--- config.mk ---
export PLATFORM = sky130hd
export DESIGN_NAME = button_events
export DESIGN_NICKNAME = d
export VERILOG_FILES = /design/src/rtl/button_events.sv
export SDC_FILE = /design/constraint.sdc
export NUM_CORES = 1
export LEC_CHECK = 0
export CAP_MARGIN = 20
export CORE_MARGIN = 3
export CORE_UTILIZATION = 30
export CTS_BUF_LIST = sky130_fd_sc_hd__clkbuf_16
export DETAILED_ROUTE_END_ITERATION = 10
export MAX_ROUTING_LAYER = met4
export SKIP_LAST_GASP = 1
export SLEW_MARGIN = 30
export SYNTH_ARGS = -nofsm -noshare
export SYNTH_HDL_FRONTEND = slang
export SYNTH_SLANG_ARGS = --single-unit
--- constraint.sdc ---
create_clock -name clk -period 3.9 [get_ports clk]
set_clock_uncertainty 0.15 [all_clocks]
set_input_delay 1.17 -clock clk [delete_from_list [all_inputs] [get_ports clk]]
set_output_delay 1.17 -clock clk [all_outputs]
set_load 0.05 [all_outputs]
--- src/rtl/button_events.sv ---
`default_nettype none
// ============================================================================
//  Module   : button_events
//  Purpose  : Gesture decoder for a debounced, active-low push button.
//             Produces one-cycle strobes for press, release, short click,
//             double click, long press and auto-repeat, plus a held level.
//             The input is assumed glitch-free and synchronous to clk.
//  Ports    : clk        - pixel clock, rising edge
//             rst_n      - asynchronous active-low reset
//             btn_n      - debounced button level, active-low
//             press_p    - strobe, button went down
//             release_p  - strobe, button went up
//             click_p    - strobe, release of a short (pre-long) press
//             dbl_p      - strobe, press inside the window after a click
//             long_p     - strobe, hold reached LONG_CNT cycles
//             rpt_p      - strobe, every REPEAT_CNT cycles after long_p
//             held       - level, button considered pressed
//  Revision : 1.0  initial release
// ============================================================================
module button_events #(
  parameter int unsigned LONG_CNT   = 12_500_000,
  parameter int unsigned REPEAT_CNT = 2_500_000,
  parameter int unsigned DCLICK_WIN = 7_500_000
) (
  input  logic clk,
  input  logic rst_n,
  input  logic btn_n,
  output logic press_p,
  output logic release_p,
  output logic click_p,
  output logic dbl_p,
  output logic long_p,
  output logic rpt_p,
  output logic held
);

  localparam int unsigned MAX_A = (LONG_CNT > REPEAT_CNT) ? LONG_CNT : REPEAT_CNT;
  localparam int unsigned MAX_P = (MAX_A > DCLICK_WIN) ? MAX_A : DCLICK_WIN;
  localparam int unsigned CW    = $clog2(MAX_P) + 1;

  localparam logic [CW-1:0] LONG_LAST = CW'(LONG_CNT - 1);
  localparam logic [CW-1:0] RPT_LAST  = CW'(REPEAT_CNT - 1);
  localparam logic [CW-1:0] GAP_WIN   = CW'(DCLICK_WIN);

  typedef enum logic [1:0] {
    ST_IDLE = 2'd0,
    ST_DOWN = 2'd1,
    ST_LONG = 2'd2,
    ST_GAP  = 2'd3
  } state_e;

  state_e        state_q, state_d;
  logic          btn_q;
  logic [CW-1:0] hold_cnt_q, hold_cnt_d;
  logic [CW-1:0] rpt_cnt_q, rpt_cnt_d;
  logic [CW-1:0] gap_cnt_q, gap_cnt_d;
  logic          dbl_flag_q, dbl_flag_d;

  logic press_q, press_d;
  logic release_q, release_d;
  logic click_q, click_d;
  logic dbl_q, dbl_d;
  logic long_q, long_d;
  logic rpt_q, rpt_d;
  logic held_q, held_d;

  logic          w_press;
  logic          w_release;
  logic [CW-1:0] w_gap_inc;

  function automatic logic [CW-1:0] sat_inc(input logic [CW-1:0] v);
    return (&v) ? v : v + 1'b1;
  endfunction

  assign w_press   = btn_q & ~btn_n;
  assign w_release = ~btn_q & btn_n;
  assign w_gap_inc = sat_inc(gap_cnt_q);

  always_comb begin
    state_d    = state_q;
    hold_cnt_d = hold_cnt_q;
    rpt_cnt_d  = rpt_cnt_q;
    gap_cnt_d  = gap_cnt_q;
    dbl_flag_d = dbl_flag_q;
    press_d    = w_press;
    release_d  = w_release;
    click_d    = 1'b0;
    dbl_d      = 1'b0;
    long_d     = 1'b0;
    rpt_d      = 1'b0;

    case (state_q)
      ST_IDLE: begin
        if (w_press) begin
          state_d    = ST_DOWN;
          hold_cnt_d = '0;
          dbl_flag_d = 1'b0;
        end
      end

      ST_DOWN: begin
        // Release is checked first so it wins over a coincident long_p.
        if (w_release) begin
          click_d = 1'b1;
          if (dbl_flag_q) begin
            state_d = ST_IDLE;
          end else begin
            state_d   = ST_GAP;
            gap_cnt_d = '0;
          end
        end else if (hold_cnt_q == LONG_LAST) begin
          long_d    = 1'b1;
          state_d   = ST_LONG;
          rpt_cnt_d = '0;
        end else begin
          hold_cnt_d = sat_inc(hold_cnt_q);
        end
      end

      ST_LONG: begin
        if (w_release) begin
          state_d = ST_IDLE;
        end else if (rpt_cnt_q == RPT_LAST) begin
          rpt_d     = 1'b1;
          rpt_cnt_d = '0;
        end else begin
          rpt_cnt_d = sat_inc(rpt_cnt_q);
        end
      end

      ST_GAP: begin
        gap_cnt_d = w_gap_inc;
        // A press on the edge where the window closes is an ordinary press.
        if (w_press) begin
          state_d    = ST_DOWN;
          hold_cnt_d = '0;
          dbl_d      = (w_gap_inc < GAP_WIN);
          dbl_flag_d = (w_gap_inc < GAP_WIN);
        end else if (w_gap_inc >= GAP_WIN) begin
          state_d = ST_IDLE;
        end
      end

      default: begin
        state_d = ST_IDLE;
      end
    endcase

    held_d = (state_d == ST_DOWN) || (state_d == ST_LONG);
  end

  always_ff @(posedge clk or negedge rst_n) begin
    if (!rst_n) begin
      state_q    <= ST_IDLE;
      btn_q      <= 1'b1;
      hold_cnt_q <= '0;
      rpt_cnt_q  <= '0;
      gap_cnt_q  <= '0;
      dbl_flag_q <= 1'b0;
      press_q    <= 1'b0;
      release_q  <= 1'b0;
      click_q    <= 1'b0;
      dbl_q      <= 1'b0;
      long_q     <= 1'b0;
      rpt_q      <= 1'b0;
      held_q     <= 1'b0;
    end else begin
      state_q    <= state_d;
      btn_q      <= btn_n;
      hold_cnt_q <= hold_cnt_d;
      rpt_cnt_q  <= rpt_cnt_d;
      gap_cnt_q  <= gap_cnt_d;
      dbl_flag_q <= dbl_flag_d;
      press_q    <= press_d;
      release_q  <= release_d;
      click_q    <= click_d;
      dbl_q      <= dbl_d;
      long_q     <= long_d;
      rpt_q      <= rpt_d;
      held_q     <= held_d;
    end
  end

  assign press_p   = press_q;
  assign release_p = release_q;
  assign click_p   = click_q;
  assign dbl_p     = dbl_q;
  assign long_p    = long_q;
  assign rpt_p     = rpt_q;
  assign held      = held_q;

endmodule
`default_nettype wire

==> reports/metrics.cfg <==
[status]
outcome = finished clean

[timing]
worst_pin_slew_ns = 0.824
layout_min_cycle_time_ns = 3.46
slew_headroom_pct = 44.9
hold_viol_final = 0
fin_tns_setup_ns = 0
grt_setup_unrepaired = false
fmax_ghz = 0.289
drv_slew = 0
min_period_over_period_pct = 88.8
setup_viol = 0

[floorplan]
die_x_um = 136
die_h_um = 136
ios = 10
rows = 46
coreArea_sq_um = 16200
die_area_sq_um = 18600
start_util_pct = 31.4

[setup_path]
critPathCaptureType = flop
reg2reg_slack_ns = 0.44
path_class = reg -> reg
start_kind = flop
slowest_stage = a311o_1
crit_buf_inv = 1
cp.depth = 10
crit_chain = ha_1, nand3_1, or3_1, nor3_1, and4_1, and3_1, a311o_1, inv_1, nand2_1, o21ai_0
worstPathRequired_ns = 3.98
critPathMaxFanout = 16
cpPeakStageDelay_ns = 0.59
critical_path_arrival_ns = 3.54
r2r_start = rpt_cnt_q[0]
crit_family = simple AND/OR/NAND/NOR gates
r2r-end = rpt_cnt_q[0]
r2r_cells = 10

[drt]
drtAntennaViolNets = 0
firstDrtPassIters = 5
drc = 0
avgViaCountPerCell = 5.51
drt_iter0_drc = 544
drt-total-wl_um = 12600
routed-via-count = 4600
wire_per_inst_um = 15.1

[cts]
cts_resized = 0
clockBufferDepth = 2
post-cts-setup-buffers = 0
clock_latency_ns = 0.35
cts_sinks = 86
root_buffer = clkbuf_16
cts_max_level = 3
cts-hold-fix-buffers = 0
path_clk_slew_ns = 0.06
tritoncts = built
numCtsBuffers = 9

[power]
p_leak_nw = 2.29
peakVddDrop_uv = 234
p_per_area_nw_per_um2 = 478

[flow_run]
maxCapViolCount = 0

[synthesis]
synth.ff_latch_count = 86
async_reset_ff_share_pct = 100
ys_types = 62
yosys_warnings = 0
syn_avg_cell_area_sq_um = 8.40
synth-edff-count = 0
netlist_area_sq_um = 5090
syn_inst = 606
ys_seq_area_share_pct = 42.3
synth_ff_type = dfrtp_1
syn-num-nets = 616

[global_routing]
antenna_found_initial = 0
grt_max_degree = 41
grt_pass1_wl_um = 21700
grt-ovfl-total = 0
gr-usage-all-layers_pct = 14.7
grt_pass1_vias = 4462

[finish]
layout_commonest_cell = nand2_1
area_growth_pct = 12.0
postLayoutCoreUtil_pct = 35.1
antenna_cells = 0
layout_common_cells = nand2_1, dfrtp_1, nor2_1
nets = 624
drive_gt1_share_pct = 7.27
fillerInstances = 1666

[placed_design]
hpwlAfterDp_um = 8790
finalWeightedCongestion = 0.907
io_buffers = 9

[worst_hold_path]
holdCritStartpoint = rpt_cnt_q[1]
min_path_cells = 2
whs_endpoint = rpt_cnt_q[1]
worst_hold_path_type = reg -> reg

area by class of cell:
| type | count | area, sq um | share of cell area [%] |
|---|---|---|---|
| multi-input combinational | 480 | 2760 | 48.3 |
| clock inverter | 7 | 65.1 | 1.14 |
| timing repair buffer | 19 | 163 | 2.85 |
| tap | 216 | 270 | 4.74 |
| inverter | 18 | 67.6 | 1.19 |
| sequential | 86 | 2150 | 37.8 |
| clock buffer | 9 | 225 | 3.95 |
routing by layer:
metal  GRT usage (%)  vias up  wire length (um)
met4            4.82        0               184
met1            19.7     2238              6130
met3            2.81       16               467
li1                -     2234                 -
met2            22.4      112              5790
met5               -        -                 0
where the power goes:
group | switching, mW | internal (mW)
clock | 0.373 | 0.492
combinational | 0.603 | 0.261
sequential | 0.0528 | 0.944
total | 1.03 | 1.70
worst max path at each step:
stage	slack [ns]	end	from
finish	0.44	rpt_cnt_q[0]	rpt_cnt_q[0]
global route	0.13	rpt_cnt_q[0]	rpt_cnt_q[0]
CTS	0.48	rpt_cnt_q[0]	rpt_cnt_q[0]
detailed placement	0.14	hold_cnt_q[13]	btn_n
global placement	0.25	hold_cnt_q[21]	btn_n
floorplan	1.07	hold_cnt_q[15]	btn_n
registers in the layout (all words and copies together), names as in the netlist, 2 cells and up:
name and flops:
state_q 2, hold_cnt_q 25, rpt_cnt_q 25, gap_cnt_q 25
logic make-up after synthesis:
group,Yosys count,synth area share [%]
and+or+nand+nor,295,29.3
AOI/OAI and AO/OA,159,19.7
DFF,86,42.3
buffers and inverters,40,3.54
xor gates and xnor gates,16,2.75
adders and majority gates,7,1.72
muxes,3,0.615
Yosys cell counts, types with 4 or more instances:
cell type,count,area (sq um)
a21o_1,6,45.0
a21oi_1,32,160
a31oi_1,9,56.3
and2_1,11,68.8
and3_1,13,81.3
and4_1,6,52.6
buf_2,6,30.0
clkbuf_1,12,45.0
dfrtp_1,85,2130
ha_1,7,87.6
inv_1,18,67.6
nand2_1,90,338
nand3_1,34,170
nand4_1,21,131
nor2_1,63,236
nor3_1,15,75.1
nor4_1,8,50.1
nor4b_1,4,35.0
o21ai_0,57,285
o31ai_1,25,188
or2_2,4,25.0
or3_1,9,56.3
xnor2_1,8,70.1
xor2_1,8,70.1
worst register-to-register path: stages, from the launching register on:
cell     delay (ns)
dfrtp_1        0.38
ha_1           0.22
nand3_1        0.15
or3_1          0.43
nor3_1         0.33
and4_1         0.28
and3_1         0.20
a311o_1        0.59
inv_1          0.25
nand2_1        0.25
o21ai_0        0.11
metrics by stage:
step                setup slack, ns  hold slack, ns  area, sq um  total power, mW  std cells
floorplan                      1.07           0.304         5090             1.66        606
global placement              0.252           0.352         5410             1.86        819
detailed placement            0.144           0.356         5410             1.87        819
CTS                           0.477           0.371         5700             2.75        835
global route                  0.125           0.381         5700             2.90        835
finish                        0.438           0.369         5700             2.73        835
No activity file was read; power rests on OpenSTA's default activity.
